### src/rtl/fetch_stage.sv
// rtl/fetch_stage.sv - instruction fetch stage: PC, imem address and DEPTH-entry {pc, instr} queue to decode
// Redirects flush the queue and load an aligned target; misalign flags dropped low target bits.
module fetch_stage #(
  parameter int ADDR_WIDTH  = 32,
  parameter int INSTR_WIDTH = 32,
  parameter int DEPTH       = 2,
  parameter logic [ADDR_WIDTH-1:0] RESET_PC = '0
) (
  input  logic                     clk,
  input  logic                     reset,
  output logic [ADDR_WIDTH-1:0]    imem_addr,
  input  logic [INSTR_WIDTH-1:0]   imem_rdata,
  input  logic                     redir_valid,
  input  logic [2:0]               redir_op,
  input  logic [ADDR_WIDTH-1:0]    redir_base,
  input  logic [ADDR_WIDTH-1:0]    redir_imm,
  output logic                     id_valid,
  input  logic                     id_ready,
  output logic [INSTR_WIDTH-1:0]   id_instr,
  output logic [ADDR_WIDTH-1:0]    id_pc,
  output logic [$clog2(DEPTH):0]   q_count,
  output logic                     misalign
);

  localparam logic [2:0] PC_CLEAR   = 3'd0;
  localparam logic [2:0] PC_ADD4    = 3'd1;
  localparam logic [2:0] PC_ADD_IMM = 3'd2;
  localparam logic [2:0] PC_SET_IMM = 3'd3;

  localparam int PTR_W = $clog2(DEPTH);
  localparam int CNT_W = PTR_W + 1;
  localparam logic [ADDR_WIDTH-1:0] STEP       = ADDR_WIDTH'(INSTR_WIDTH / 8);
  localparam logic [ADDR_WIDTH-1:0] ALIGN_MASK = STEP - ADDR_WIDTH'(1);
  localparam logic [CNT_W-1:0]      FULL       = CNT_W'(DEPTH);

  logic [ADDR_WIDTH-1:0]  pc_q, pc_d;
  logic [PTR_W-1:0]       head_q, head_d, tail_q, tail_d;
  logic [CNT_W-1:0]       count_q, count_d;
  logic                   misalign_q, misalign_d;
  logic [ADDR_WIDTH-1:0]  pc_mem_q    [DEPTH];
  logic [INSTR_WIDTH-1:0] instr_mem_q [DEPTH];

  logic                  redirect, push, pop;
  logic [ADDR_WIDTH-1:0] target;

  always_comb begin
    redirect   = 1'b0;
    target     = pc_q;
    pc_d       = pc_q;
    head_d     = head_q;
    tail_d     = tail_q;
    count_d    = count_q;
    misalign_d = 1'b0;

    if (redir_valid) begin
      case (redir_op)
        PC_CLEAR:   begin redirect = 1'b1; target = RESET_PC; end
        PC_ADD_IMM: begin redirect = 1'b1; target = redir_base + redir_imm; end
        PC_SET_IMM: begin redirect = 1'b1; target = redir_imm; end
        PC_ADD4:    redirect = 1'b0;
        default:    redirect = 1'b0;
      endcase
    end

    pop  = (count_q != '0) && id_ready;
    // A full queue can still accept a fetch when the head leaves in the same cycle.
    push = !redirect && ((count_q < FULL) || pop);

    if (redirect) begin
      pc_d       = target & ~ALIGN_MASK;
      head_d     = '0;
      tail_d     = '0;
      count_d    = '0;
      misalign_d = |(target & ALIGN_MASK);
    end else begin
      if (push) begin
        tail_d = tail_q + PTR_W'(1);
        pc_d   = pc_q + STEP;
      end
      if (pop) begin
        head_d = head_q + PTR_W'(1);
      end
      case ({push, pop})
        2'b10:   count_d = count_q + CNT_W'(1);
        2'b01:   count_d = count_q - CNT_W'(1);
        default: count_d = count_q;
      endcase
    end
  end

  always_ff @(posedge clk) begin
    if (reset) begin
      pc_q       <= RESET_PC;
      head_q     <= '0;
      tail_q     <= '0;
      count_q    <= '0;
      misalign_q <= 1'b0;
    end else begin
      pc_q       <= pc_d;
      head_q     <= head_d;
      tail_q     <= tail_d;
      count_q    <= count_d;
      misalign_q <= misalign_d;
    end
  end

  always_ff @(posedge clk) begin
    if (!reset && push) begin
      pc_mem_q[tail_q]    <= pc_q;
      instr_mem_q[tail_q] <= imem_rdata;
    end
  end

  assign imem_addr = pc_q;
  assign id_valid  = (count_q != '0);
  assign id_pc     = pc_mem_q[head_q];
  assign id_instr  = instr_mem_q[head_q];
  assign q_count   = count_q;
  assign misalign  = misalign_q;

endmodule

### config.mk
export PLATFORM = sky130hd
export DESIGN_NAME = fetch_stage
export DESIGN_NICKNAME = d
export VERILOG_FILES = /design/src/rtl/fetch_stage.sv
export SDC_FILE = /design/constraint.sdc
export NUM_CORES = 1
export LEC_CHECK = 0
export BUFFER_PORTS_ARGS = -buffer_cell sky130_fd_sc_hd__buf_2
export CELL_PAD_IN_SITES_DETAIL_PLACEMENT = 1
export CELL_PAD_IN_SITES_GLOBAL_PLACEMENT = 1
export CORE_AREA = 3 3 262 135
export CTS_CLUSTER_DIAMETER = 80
export DETAILED_ROUTE_END_ITERATION = 8
export DIE_AREA = 0 0 265 138
export PLACE_DENSITY_LB_ADDON = 0.1
export REMOVE_ABC_BUFFERS = 1
export SLEW_MARGIN = 20
export SYNTH_ARGS = -nofsm -noshare
export SYNTH_HDL_FRONTEND = slang
export SYNTH_SLANG_ARGS = --single-unit
### constraint.sdc
create_clock -name clk -period 11.4 [get_ports clk]
set_input_delay 1.14 -clock clk [delete_from_list [all_inputs] [get_ports clk]]
set_output_delay 1.14 -clock clk [all_outputs]
set_load 0.03 [all_outputs]
After elaboration in Yosys (flattened, before gate mapping)
Memories as Yosys holds them, arrays and structs flattened. A register that Yosys moved wholly into a read port is not among the register bits.
Index checks and enable logic that the tools add are counted.
- bits in registers: 37
- latch bits: 0
- RAM bits: 128
- bits in read-only memories: 0
- input port bits: 103
- output and inout port bits: 100
- word-level logic and storage cells: 50
- memories kept: 2
- add/subtract/negate cells: 6
- $mul: 0
- divide/modulo/power cells: 0
- $lt $le $gt $ge: 1
- eq/ne operators: 6
- shift operators: 0
- muxes and demuxes: 13
- bitwise operators: 1
- reduce and logical (&&, ||, !) cells: 15
- memories (name ; words ; width ; rd ports ; clocked after Yosys merged registers in ; wr ports ; line ; RTL):
    instr_mem_q ; 2 ; 32 ; 1 ; 1 ; 1 ; 41 ; logic [INSTR_WIDTH-1:0] instr_mem_q [DEPTH];
    pc_mem_q ; 2 ; 32 ; 1 ; 1 ; 1 ; 40 ; logic [ADDR_WIDTH-1:0] pc_mem_q [DEPTH];
- operator list (kind ; count):
    2-to-1 mux 32 bit ; 3
    case mux 32 bit (3 select lines) ; 1
    adder 32 x 3 -> 32 bit (second input constant) ; 1
    adder 32 bit ; 1
    2-to-1 mux 1 bit ; 8
    == test 3 x 2 -> 1 bit (second input constant) ; 2
    nonzero test 2 bit ; 3
    OR reduction 2 bit ; 3
    inequality test 4 x 1 -> 1 bit (second input constant) ; 1
    case mux 2 bit (2 select lines) ; 1
    logical AND 1 bit ; 3
    zero test 3 bit ; 1
    AND reduction 3 bit ; 1
    OR reduction 3 bit ; 1
    adder 1 bit (second input constant) ; 2
    adder 2 x 1 -> 2 bit (second input constant) ; 1
    == test 2 x 1 -> 1 bit (second input constant) ; 1
    == test 2 bit (second input constant) ; 1
    zero test 1 bit ; 2
    less-than comparator 2 bit (second input constant) ; 1
    inequality test 2 bit (second input constant) ; 1
    subtractor 2 x 1 -> 2 bit (second input constant) ; 1
    logical OR 1 bit ; 1
    inverter 1 bit ; 1

Logic depth before layout (Yosys ltp)
- depth after elaboration: 9
- gate-level depth with buffers: 13

Worst setup path before layout
Ideal clock, no wire load.
- kind: input to register
- start point: input port redir_op[1]
- end point: memory instr_mem_q[0][0] (enable)
- setup time: 635 ps
- arrival time: 7716 ps
- data required time: 10765 ps
- path slack: 3049 ps
- cell stages on the path: 5
- cells stage by stage: nand2b_1 and3b_1 clkbuf_1 clkbuf_1 nor4_1
- word-level cells in the longest chain between the ends: 9
- elaborated cells between the ends (all ways): 11
- ends and longest elaborated chain (what ; line ; RTL):
    from (decl) ; 14 ; input logic [2:0] redir_op,
    == test 3 x 2 -> 1 bit / zero test 3 bit (equally long branches) ; 56 ; case (redir_op)
    OR reduction 3 bit (no line) * ; -- ;
    2-to-1 mux 1 bit * ; 56 ;
    2-to-1 mux 1 bit * ; 55 ; if (redir_valid) begin
    zero test 1 bit * ; 67 ; push = !redirect && ((count_q < FULL) || pop);
    logical AND 1 bit * ; 67 ;
    logical AND 1 bit * ; 108 ; if (!reset && push) begin
    2-to-1 mux 1 bit * ; 108 ;
    2-to-1 mux 1 bit (implied by the code) * ; 110 ; instr_mem_q[tail_q] <= imem_rdata;
    to (decl) ; 41 ;
Mark *: on every way between the ends. The rest lies on a longest branch, timed or not.

Final worst setup path
- start point: input port redir_base[6]
- end point: register pc_q[31], in the netlist imem_addr[31]
- word-level cells in the longest chain between the ends: 4
- ends and longest elaborated chain (what ; line ; RTL):
    from (decl) ; 15 ; input logic [ADDR_WIDTH-1:0] redir_base,
    adder 32 bit ; 58 ; PC_ADD_IMM: begin redirect = 1'b1; target = redir_base + redir_imm; end
    case mux 32 bit (3 select lines) ; 56 ;
    2-to-1 mux 32 bit ; 55 ;
    2-to-1 mux 32 bit ; 69 ; if (redirect) begin
    to (signal assigned) ; 99 ; pc_q <= pc_d;
    to (decl) ; 36 ; logic [ADDR_WIDTH-1:0] pc_q, pc_d;
No other way between the ends. The select of a mux whose other input is x is not followed.
A chain may end at the register's enable or synchronous reset.

==> results.ini <==
[power_and_ir_drop]
pwr_density_cell_mw_per_mm2=177.9
irDropWorstVdd_uv=95.31
leakage_nw=4.052

[timing]
rsz0062_at_grt=no
fin_crit_sh_pct=33.15
period_needed_ns=3.779
fmax_mhz=264.6
fin_skew_ns=0.009650
drv_slew=0
hold_violations=0
setup_violations=0
slew-limit-headroom_pct=38.05
setup_tns_ns=0
worstMarginPinSlew_ns=0.9292

[setup_path]
path_max_fanout=5
cp_data_arrival_time_ns=4.11
critPathRequiredTime_ns=11.73
end_kind=flop
critPathKind=input port to flop
start_kind=input port

[grt]
antenna_found_initial=0
grt_pass1_vias=6646
grt_pass1_wl_um=40610
grt_start_max_net_pins=63
track_usage_pct=14.34
grt_overflow=0

[floorplan]
initial_core_util_pct=25.16
io_pins=203
die_height_um=138
core_area_mm2=0.03305
die_w_um=265
rows=47
dieArea_mm2=0.03657

[drt]
drc=0
vias=6184
drt_iter0_drc=237
drt_wl_total_um=26230
wl_per_cell_um=19.55
vias_per_cell=4.608
ant_nets=0
drt_first_pass_iters=4

[synth]
synth_area_mm2=0.008315
synth_most_common_cell=edfxtp_1
synth_edf_count=124
syn_avg_cell_area_um2=12.03
synth_area_leader_cell=edfxtp_1
syn_inst=691
synth_top_flop_cell=edfxtp_1
async_flop_share_pct=0
seq_area_frac_synth_pct=53.45
ys_top_cells_by_count=edfxtp_1, mux2_2, nand2_1, a21oi_1
ys_top_cells_by_area=edfxtp_1, dfxtp_1, mux2_2
ys_types=72
ys_ff_latch=160
yosysWarningCount=0
synth_top_area_share_pct=44.78

[cts]
cts_buffers=17
root_buffer=clkbuf_16
clk_path_buf_depth=2
holdBufCountCts=0
post_cts_resized=0
cts_sinks=160
insertion_delay_ns=0.42
htreeDepth=4
cts_tree=built
post_cts_buffers=0
path_clk_slew_ns=0.07

[placement]
place_inst=1310
gp_congestion=0.8140
dpl-instance-area_mm2=0.009782
dp_hpwl_um=19420
port_buffers=198

[status]
status=finished clean

[run]
cap_violations=0

[layout]
fin_area_mm2=0.01036
final.fill_count=3701
fin_nets=1025
stdcell_count=1342
drive_gt1_share_pct=36.18
area_growth_pct=24.57
diodes=0

[min_path]
hold_class=flop to flop

-- per-layer routing --
metal | vias up | GRT usage (%) | routed length (um)
li1 | 3006 | - | -
met1 | 3073 | 19.26 | 12260
met2 | 88 | 24.55 | 12930
met3 | 17 | 1.953 | 762
met4 | 0 | 3.417 | 281
met5 | - | 0 | 0
-- kinds of logic after synthesis --
family	Yosys count	share of synthesized area, %
and+or+nand+nor	163	9.991
AOI/OAI and AO/OA	162	13.77
DFF	160	53.45
muxes	64	8.652
xor gates and xnor gates	59	6.214
buffers and inverters	48	2.678
adders and majority gates	34	5.206
other	1	0.04510
-- cell usage in the layout (no fill, tap or decap), types with 28 or more instances in the layout --
| cell type | instances |
|---|---|
| a21oi_1 | 43 |
| xnor2_1 | 28 |
| dfxtp_1 | 35 |
| buf_2 | 198 |
| nor2_1 | 35 |
| xor2_1 | 31 |
| edfxtp_1 | 124 |
| nand2_1 | 46 |
| ha_1 | 33 |
| mux2_2 | 63 |
-- area by class of cell --
class / instances / area (um^2) / area share [%]
Tap cell: 441 / 551.8 / 5.327
Timing Repair Buffer: 206 / 1051 / 10.15
Clock buffer: 20 / 457.9 / 4.421
Sequential cell: 160 / 4446 / 42.92
Inverter: 17 / 63.81 / 0.6160
Clock inverter: 12 / 118.9 / 1.147
Multi-Input combinational cell: 486 / 3670 / 35.43
-- state kept, by name (all words and copies together) (netlist names), named ones only --
name	cells
head_q	1
pc_mem_q	60
imem_addr	30
instr_mem_q	64
q_count	2
tail_q	1
misalign	1
-- worst paths after layout --
| kind | startpoint | end | slack, ns | depth (start not counted) |
|---|---|---|---|---|
| worst max-delay path | redir_base[6] | imem_addr[31]$_SDFFE_PP0P_ | 7.62 | 12 |
| worst min-delay path | imem_addr[28]$_SDFFE_PP0P_ | pc_mem_q[0][28]$_DFFE_PP_ | 0.55 | 0 |
| worst max register to register | imem_addr[2]$_SDFFE_PP0P_ | imem_addr[28]$_SDFFE_PP0P_ | 8.47 | 10 |
| worst min register to register | imem_addr[28]$_SDFFE_PP0P_ | pc_mem_q[0][28]$_DFFE_PP_ | 0.55 | 0 |
-- critical path: stages --
cell       delay, ns
buf_2           0.10
ha_1            0.36
a2111oi_0       0.39
o21ai_1         0.23
a311oi_2        0.29
a21oi_2         0.12
a221oi_2        0.39
o2111ai_1       0.20
a21oi_1         0.21
xor2_1          0.10
or4bb_1         0.48
o311ai_1        0.08
-- stage by stage --
| stage | setup slack (ns) | power (mW) | hold WS [ns] | utilization [%] |
|---|---|---|---|---|
| 6_report | 7.621 | 1.842 | 0.5451 | 31.34 |
| 5_1_grt | 7.415 | 1.938 | 0.5583 | 31.34 |
| 4_1_cts | 7.656 | 1.876 | 0.5475 | 31.34 |
| 3_5_place_dp | 7.218 | 1.300 | 0.5361 | 29.60 |
| 3_3_place_gp | 7.294 | 1.298 | 0.5292 | 29.59 |
| 2_1_floorplan | 3.230 | 1.126 | 0.5202 | - |
-- report_power, final --
part | internal [mW] | leakage, nW | switching, mW
Clock | 0.319 | 0.288 | 0.246
Sequential | 0.701 | 1.47 | 0.0291
Combinational | 0.191 | 2.30 | 0.356
(Power assumes the default switching activity.)
